<file path="src/rtl/wback_trace_buffer_if.sv">
// rtl/wback_trace_buffer_if.sv - writeback capture, control and drain-port bundle for the trace buffer
// master: processor, host or bench side; slave: the trace buffer itself.
interface wback_trace_buffer_if #(
  parameter int AW = 4
);
  logic          write_en;
  logic [2:0]    wback_addr;
  logic [15:0]   reg_w_data;
  logic          start;
  logic          stop;
  logic          trig_en;
  logic [2:0]    trig_addr;
  logic [3:0]    post_cnt;
  logic          rd_ready;
  logic          rd_valid;
  logic [15:0]   rd_stamp;
  logic [2:0]    rd_addr;
  logic [15:0]   rd_data;
  logic [AW:0]   count;
  logic          overflow;
  logic          triggered;
  logic [1:0]    state;

  modport master (
    output write_en, wback_addr, reg_w_data, start, stop, trig_en, trig_addr, post_cnt, rd_ready,
    input  rd_valid, rd_stamp, rd_addr, rd_data, count, overflow, triggered, state
  );

  modport slave (
    input  write_en, wback_addr, reg_w_data, start, stop, trig_en, trig_addr, post_cnt, rd_ready,
    output rd_valid, rd_stamp, rd_addr, rd_data, count, overflow, triggered, state
  );
endinterface

</file>
<file path="src/rtl/wback_trace_buffer.sv">
// rtl/wback_trace_buffer.sv - timestamped register-writeback trace FIFO with trigger and post-trigger stop
// Capture runs in CAPTURE/POST; the read port drains the FIFO in any state.
module wback_trace_buffer #(
  parameter int DEPTH = 16,
  parameter int AW    = 4
) (
  input  logic               clk,
  input  logic               reset,
  wback_trace_buffer_if.slave bus
);
  typedef enum logic [1:0] {
    ST_IDLE    = 2'd0,
    ST_CAPTURE = 2'd1,
    ST_POST    = 2'd2,
    ST_DONE    = 2'd3
  } state_e;

  typedef struct packed {
    logic [15:0] stamp;
    logic [2:0]  addr;
    logic [15:0] data;
  } entry_t;

  localparam logic [AW:0] FULL_CNT = (AW + 1)'(DEPTH);

  state_e        state_q, state_d;
  logic [15:0]   stamp_q;
  logic [3:0]    post_q, post_d;
  logic [AW-1:0] wr_ptr_q, wr_ptr_d;
  logic [AW-1:0] rd_ptr_q, rd_ptr_d;
  logic [AW:0]   count_q, count_d;
  logic          overflow_q, overflow_d;
  logic          triggered_q, triggered_d;
  entry_t        mem_q [DEPTH];
  entry_t        head;

  logic          empty, full, flush, qualified, do_pop, do_push, trig_hit;

  // A start or stop edge swallows any writeback on that same edge.
  always_comb begin
    empty     = (count_q == '0);
    full      = (count_q == FULL_CNT);
    flush     = bus.start && !bus.stop;
    qualified = bus.write_en && !bus.start && !bus.stop &&
                ((state_q == ST_CAPTURE) || (state_q == ST_POST));
    do_pop    = !empty && bus.rd_ready;
    do_push   = qualified && (!full || do_pop);
    trig_hit  = qualified && (state_q == ST_CAPTURE) && bus.trig_en &&
                (bus.wback_addr == bus.trig_addr);
  end

  always_comb begin
    state_d     = state_q;
    post_d      = post_q;
    triggered_d = triggered_q;
    if (bus.stop) begin
      state_d = ST_IDLE;
    end else if (bus.start) begin
      state_d     = ST_CAPTURE;
      triggered_d = 1'b0;
    end else begin
      case (state_q)
        ST_CAPTURE: begin
          if (trig_hit) begin
            triggered_d = 1'b1;
            post_d      = bus.post_cnt;
            state_d     = (bus.post_cnt == 4'd0) ? ST_DONE : ST_POST;
          end
        end
        ST_POST: begin
          // Dropped writes still count towards the post-trigger budget.
          if (qualified) begin
            post_d = post_q - 1'b1;
            if (post_q == 4'd1) begin
              state_d = ST_DONE;
            end
          end
        end
        default: begin
          state_d = state_q;
        end
      endcase
    end
  end

  always_comb begin
    wr_ptr_d   = wr_ptr_q;
    rd_ptr_d   = rd_ptr_q;
    count_d    = count_q;
    overflow_d = overflow_q;
    if (flush) begin
      wr_ptr_d   = '0;
      rd_ptr_d   = '0;
      count_d    = '0;
      overflow_d = 1'b0;
    end else begin
      if (do_pop) begin
        rd_ptr_d = rd_ptr_q + 1'b1;
      end
      if (do_push) begin
        wr_ptr_d = wr_ptr_q + 1'b1;
      end
      case ({do_push, do_pop})
        2'b10:   count_d = count_q + 1'b1;
        2'b01:   count_d = count_q - 1'b1;
        default: count_d = count_q;
      endcase
      if (qualified && !do_push) begin
        overflow_d = 1'b1;
      end
    end
  end

  always_ff @(posedge clk) begin
    if (reset) begin
      state_q     <= ST_IDLE;
      stamp_q     <= '0;
      post_q      <= '0;
      wr_ptr_q    <= '0;
      rd_ptr_q    <= '0;
      count_q     <= '0;
      overflow_q  <= 1'b0;
      triggered_q <= 1'b0;
    end else begin
      state_q     <= state_d;
      stamp_q     <= stamp_q + 16'd1;
      post_q      <= post_d;
      wr_ptr_q    <= wr_ptr_d;
      rd_ptr_q    <= rd_ptr_d;
      count_q     <= count_d;
      overflow_q  <= overflow_d;
      triggered_q <= triggered_d;
    end
  end

  always_ff @(posedge clk) begin
    if (!reset && do_push) begin
      mem_q[wr_ptr_q] <= '{stamp: stamp_q, addr: bus.wback_addr, data: bus.reg_w_data};
    end
  end

  // Head fields are forced to zero while empty so stale slots never leak out.
  assign head          = mem_q[rd_ptr_q];
  assign bus.rd_valid  = !empty;
  assign bus.rd_stamp  = empty ? 16'd0 : head.stamp;
  assign bus.rd_addr   = empty ? 3'd0  : head.addr;
  assign bus.rd_data   = empty ? 16'd0 : head.data;
  assign bus.count     = count_q;
  assign bus.overflow  = overflow_q;
  assign bus.triggered = triggered_q;
  assign bus.state     = state_q;
endmodule

</file>
<file path="src/flat_wrapper.sv">
// flat-port wrapper written by rule: the top's interface ports become plain ports
module wback_trace_buffer_flat 
#(
  parameter int DEPTH = 16,
  parameter int AW    = 4
)
  (clk, reset, bus_write_en, bus_wback_addr, bus_reg_w_data, bus_start, bus_stop, bus_trig_en, bus_trig_addr, bus_post_cnt, bus_rd_ready, bus_rd_valid, bus_rd_stamp, bus_rd_addr, bus_rd_data, bus_count, bus_overflow, bus_triggered, bus_state);
  wback_trace_buffer_if #(.AW(AW)) bus_i ();
  input  logic clk;
  input  logic reset;
  input wire logic [$bits(bus_i.write_en)-1:0] bus_write_en;
  input wire logic [$bits(bus_i.wback_addr)-1:0] bus_wback_addr;
  input wire logic [$bits(bus_i.reg_w_data)-1:0] bus_reg_w_data;
  input wire logic [$bits(bus_i.start)-1:0] bus_start;
  input wire logic [$bits(bus_i.stop)-1:0] bus_stop;
  input wire logic [$bits(bus_i.trig_en)-1:0] bus_trig_en;
  input wire logic [$bits(bus_i.trig_addr)-1:0] bus_trig_addr;
  input wire logic [$bits(bus_i.post_cnt)-1:0] bus_post_cnt;
  input wire logic [$bits(bus_i.rd_ready)-1:0] bus_rd_ready;
  output wire logic [$bits(bus_i.rd_valid)-1:0] bus_rd_valid;
  output wire logic [$bits(bus_i.rd_stamp)-1:0] bus_rd_stamp;
  output wire logic [$bits(bus_i.rd_addr)-1:0] bus_rd_addr;
  output wire logic [$bits(bus_i.rd_data)-1:0] bus_rd_data;
  output wire logic [$bits(bus_i.count)-1:0] bus_count;
  output wire logic [$bits(bus_i.overflow)-1:0] bus_overflow;
  output wire logic [$bits(bus_i.triggered)-1:0] bus_triggered;
  output wire logic [$bits(bus_i.state)-1:0] bus_state;
  assign bus_i.write_en = bus_write_en;
  assign bus_i.wback_addr = bus_wback_addr;
  assign bus_i.reg_w_data = bus_reg_w_data;
  assign bus_i.start = bus_start;
  assign bus_i.stop = bus_stop;
  assign bus_i.trig_en = bus_trig_en;
  assign bus_i.trig_addr = bus_trig_addr;
  assign bus_i.post_cnt = bus_post_cnt;
  assign bus_i.rd_ready = bus_rd_ready;
  assign bus_rd_valid = bus_i.rd_valid;
  assign bus_rd_stamp = bus_i.rd_stamp;
  assign bus_rd_addr = bus_i.rd_addr;
  assign bus_rd_data = bus_i.rd_data;
  assign bus_count = bus_i.count;
  assign bus_overflow = bus_i.overflow;
  assign bus_triggered = bus_i.triggered;
  assign bus_state = bus_i.state;
  wback_trace_buffer #(.DEPTH(DEPTH), .AW(AW)) u_core (.clk(clk), .reset(reset), .bus(bus_i));
endmodule
</file>
<file path="config.mk">
export PLATFORM = sky130hd
export DESIGN_NAME = wback_trace_buffer_flat
export DESIGN_NICKNAME = d
export VERILOG_FILES = /design/src/rtl/wback_trace_buffer_if.sv /design/src/rtl/wback_trace_buffer.sv /design/src/flat_wrapper.sv
export SDC_FILE = /design/constraint.sdc
export NUM_CORES = 1
export LEC_CHECK = 0
export ABC_AREA = 1
export CORE_MARGIN = 8
export CORE_UTILIZATION = 55
export CTS_CLUSTER_SIZE = 24
export DETAILED_ROUTE_END_ITERATION = 10
export PLACE_DENSITY = 0.76
export SETUP_SLACK_MARGIN = 0.5
export SYNTH_ARGS = -nofsm -noshare
export SYNTH_HDL_FRONTEND = slang
export SYNTH_SLANG_ARGS = --single-unit
</file>
<file path="constraint.sdc">
create_clock -name clk -period 7.05 [get_ports clk]
set_input_delay 1.41 -clock clk [delete_from_list [all_inputs] [get_ports clk]]
set_output_delay 1.41 -clock clk [all_outputs]
set_load 0.1 [all_outputs]
</file>
# Word-level counts from Yosys, hierarchy flattened
# Memories as Yosys holds them, arrays and structs flattened. A register that Yosys moved wholly into a read port is not among the register bits.
# Cells that the tools add are included.
totals:
  register_bits: 37
  ramBits: 560
  inputBits: 33
  output_inout_bits: 45
  mem_count: 1
classes:
  add_sub_neg: 6
  eq_ne: 13
  n_mux: 20
  bitwise_logic: 2
  reduce_logical: 33
memory_table:
  columns: ["name", "depth", "width", "rd", "rd_ports_with_merged_regs", "wr", "line_no", "source"]
  rows:
  - ["u_core.mem_q", 16, 35, 1, 1, 1, "wback_trace_buffer.sv:34", "entry_t mem_q [DEPTH];"]
ops:
  columns: ["cell", "count"]
  rows:
  - ["16-bit 2-to-1 mux", 2]
  - ["16-bit by 1-bit adder with 16-bit output, second input constant", 1]
  - ["4-bit 2-to-1 mux", 4]
  - ["1-bit logical AND", 11]
  - ["5-bit case mux with 2 select lines", 1]
  - ["4-bit by 1-bit adder with 4-bit output, second input constant", 2]
  - ["4-bit case mux with 2 select lines", 1]
  - ["4-bit AND reduction", 2]
  - ["2-bit nonzero test", 4]
  - ["1-bit 2-to-1 mux", 7]
  - ["1-bit zero test", 6]
  - ["2-bit 2-to-1 mux", 3]
  - ["3-bit by 2-bit inequality test with 1-bit output, second input constant", 2]
  - ["5-bit by 1-bit adder with 5-bit output, second input constant", 1]
  - ["5-bit equality test, second input constant", 1]
  - ["5-bit zero test", 1]
  - ["5-bit AND reduction", 1]
  - ["5-bit by 1-bit subtractor with 5-bit output, second input constant", 1]
  - ["2-bit by 1-bit equality test with 1-bit output, second input constant", 2]
  - ["2-bit equality test, second input constant", 2]
  - ["4-bit by 1-bit equality test with 1-bit output, second input constant", 1]
  - ["4-bit zero test", 1]
  - ["2-bit by 1-bit inequality test with 1-bit output, second input constant", 2]
  - ["2-bit case mux with 2 select lines", 1]
  - ["other kinds (11)", 14]

# Logic depth before layout (Yosys ltp)
depth:
  word_depth: 10
  ltp_mapped: 17
  ltp_nobuf: 17

# Least setup slack after synthesis
# No wires, ideal clock.
synth_timing:
  kind: "register to output"
  from: "reg u_core.count_q[2], in the netlist u_core.bus.count[2]"
  to: "out bus_rd_addr[0]"
  arrival_ps: 4184
  t_required_ps: 5640
  slack_ps: 1456
  path_stages_with_launch: 6
  cell_sequence: "dfxtp_1 inv_1 nand4_1 clkinv_1 clkbuf_1 a21oi_1"
synth_via:
  elab_chain_len: 2
synth_rtl:
  columns: ["item", "line_no", "source"]
  rows:
  - ["from (decl)", "wback_trace_buffer.sv:31", "logic [AW:0] count_q, count_d;"]
  - ["from (signal assigned)", "wback_trace_buffer.sv:130", "count_q <= count_d;"]
  - ["5-bit zero test", "wback_trace_buffer.sv:41", "empty = (count_q == '0);"]
  - ["3-bit 2-to-1 mux", "wback_trace_buffer.sv:146", "assign bus.rd_addr = empty ? 3'd0 : head.addr;"]
  - ["to (decl)", "flat_wrapper.sv:22", "output wire logic [$bits(bus_i.rd_addr)-1:0] bus_rd_addr;"]
# No other way between the ends.

==> run summary <==
final setup violation count: 0
GPL Wtd Cong: 0.8080
DR WL met2: 29160 um
Layout Nets: 2190
post-route setup TNS: 0 ns
worst-skew pair later-pin latency: 0.63 ns
MaxCap Viol Count: 0
Max Clk Rate: 173.1 MHz
largest net degree at the start of global routing: 240
fin worst setup slack: 1.274 ns
FF+latch count, synth: 601
# IOs: 78
synth unique cells: 29
post-route cell area: 27610 um^2
CTS buffer count: 57
P_int: 0.005898 W
ant diodes: 0
vias in the first global route: 16220
via count: 16550
Sink Count: 601
power share of the sequential group: 0.481
Die X-Extent: 226.8 um
post-DP HPWL: 31740 um
highest metal used: met4
WL final: 60350 um
CP startpoint kind: flop
grt ovf: 0
drt first pass iters: 7
CTS root buf: clkbuf_16
post-layout min period: 5.776 ns
row cnt: 77
Worst VDD drop: 199.2 uV
pwr dens: 294.0 nW/um^2
r2r endpoint: u_core.mem_q[2][20]$_DFFE_PP_
RSZ-0062 raised after global routing: false
hold path startpoint: u_core.bus.triggered$_SDFFE_PP0P_
Net Count, Synth: 2143
Clk pwr share: 0.375
sequential area share after synthesis: 0.7218
Max transition margin: 0.2331
Worst Tran Pin Value: 1.150 ns
Crit Path Category: flop to primary output
first-pass GRT wire length: 92110 um
post-CTS setup buffers: 0
dpl cell area: 25740 um^2
vias per cell: 5.954
starting density of the core: 0.5549
Setup WS pre-CTS: 1.957 ns
DIE HEIGHT: 226.8 um
status: finished, final reports clean
Max FO, Critical Path: 239
DR iter-0 viols: 2151
Mapped Area: 24430 um^2
hold buffers post-CTS: 0
port bufs: 77
crit path DAT: 4.37 ns
P_sw: 0.002220 W
HP Class: flop to flop
r2r worst-path depth: 8
Ys Warns: 0
Residual DRC: 0
hold depth: 2
CTS resizes: 0
antenna violations before repair: 0
drt wl/cell: 21.71 um
GRT Util Overall: 0.2333
launch point of the worst reg-to-reg path: u_core.bus.state[0]$_SDFFE_PP0P_
die area: 51420 um^2
Worst Skew: 0.02921 ns
met3 WL: 5693 um
final core utilization: 0.6270
Core ar.: 44030 um^2
layout cell share with drive strength beyond 1: 0.06581
Final period util: 0.8192
Reg2Reg Setup Slack: 3.88 ns
Worst-path clk slew: 0.06 ns
Routed met1 length: 23950 um
CTS tree: done
Hold Fails Final Rpt: 0
post-synthesis area per instance: 11.66 um^2
power share of the combinational group: 0.143
Max Slew Vio Count: 0
antenna-violating nets left: 0
H-tree levels: 2
end of the worst hold path: u_core.bus.triggered$_SDFFE_PP0P_
Post-Synthesis Cells: 2096
Syn-to-layout area delta: 12.99%
CTS Buffer Depth: 3
Critical Path Sink Type: primary output
Sw Share: 0.2735
Leakage: 9.745 nW
Worst EP required: 5.64 ns
-- worst max path at each step --
stage                                                start         endpoint  cells past startpoint
final                                                 flop  bus_rd_stamp[1]                      6
after global routing                                  flop  bus_rd_stamp[6]                      9
after CTS                                             flop  bus_rd_stamp[5]                      9
after detailed placement                              flop  bus_rd_stamp[4]                      9
after global placement                                flop  bus_rd_stamp[6]                      9
after floorplan           u_core.bus.count[2]$_SDFFE_PP0P_   bus_rd_addr[0]                      5
-- worst max-delay path, cell delays in order, from the launching register on --
cell             delay, ns
dfxtp_4               0.67
buf_12                0.72
o21ai_0               0.24
nor2_1                0.18
o31ai_1               0.12
a21oi_1               0.32
clkdlybuf4s50_1       1.21
-- stage by stage --
step | cells | hold WS, ns | power (W)
3_5_place_dp | 2676 | 0.4586 | 0.005140
5_1_grt | 2780 | 0.4892 | 0.008356
4_1_cts | 2780 | 0.4708 | 0.008142
6_report | 2780 | 0.4672 | 0.008118
3_3_place_gp | 2676 | 0.4408 | 0.005125
2_1_floorplan | 2096 | 0.4410 | 0.004835
-- cells in the mapped netlist, drive strengths merged --
| library cell | count | area (um^2) |
|---|---|---|
| a21oi | 206 | 1035 |
| buf | 71 | 401.6 |
| clkbuf | 49 | 183.9 |
| clkinv | 2 | 7.510 |
| dfxtp | 41 | 820.8 |
| edfxtp | 560 | 16820 |
| ha | 14 | 175.2 |
| inv | 56 | 212.7 |
| nand2 | 558 | 2095 |
| nand3 | 172 | 860.8 |
| nand3b | 1 | 7.510 |
| nand4 | 4 | 25.02 |
| nor2 | 187 | 709.4 |
| nor3 | 7 | 35.03 |
| nor4 | 1 | 6.260 |
| o21ai | 87 | 435.4 |
| o21bai | 1 | 7.510 |
| o31ai | 70 | 525.5 |
| or2 | 2 | 12.51 |
| xnor2 | 1 | 8.760 |
| xor2 | 6 | 52.55 |
-- power by group through the flow --
stage / registers (W) / clock network (W) / logic [W]
floorplan: 0.00399 / 0 / 0.000844
global placement: 0.00398 / 0 / 0.00114
detailed placement: 0.00398 / 0 / 0.00116
CTS: 0.00391 / 0.00307 / 0.00116
global route: 0.00391 / 0.00321 / 0.00124
finish: 0.00391 / 0.00305 / 0.00116
-- flip-flops by register name, indices dropped and copies added (netlist names), named ones only --
register / flops
u_core.mem_q: 560
u_core.stamp_q: 16
u_core.bus.count: 5
u_core.post_q: 4
u_core.rd_ptr_q: 4
u_core.wr_ptr_q: 4
u_core.bus.state: 2
u_core.bus.overflow: 1
u_core.bus.triggered: 1
-- layout by cell type, fill, tap and decap left out, drive strengths merged --
cell and n:
o31ai 70, clkdlybuf4s50 72, nand2 558, o21ai 87, nand3b 1, a21oi 206, nor4 1, dfxtp 41
inv 58, xor2 6, edfxtp 560, bufinv 5, nor3 7, nor2 187, or2 2, nand4 4
ha 14, xnor2 1, nand3 172, clkbuf 80, clkinv 19, o21bai 1, buf 36
-- layer usage --
layer / track usage / up-vias
met3: 0.03802 / 122
met2: 0.3869 / 935
li1: - / 7491
met4: 0.08352 / 0
met5: 0 / -
met1: 0.3098 / 8005
-- layout make-up --
cell class,count,area (um^2)
flip-flops and latches,601,17650
fillers,3268,16420
multi-input cells,1317,6111
clock buffers,80,1595
repair buffers,108,1016
well taps,592,740.7
clock inverters,24,269.0
inverters,58,230.2
-- cells by family after synthesis --
kind of cell,synth area share
buffers and inverters,0.03298
AND/OR/NAND/NOR,0.1535
XOR/XNOR,0.002509
flip-flops,0.7218
adder cells (fa/ha/maj),0.007169
AO/OA/AOI/OAI,0.08198
Power figures use the tool's default switching activity.
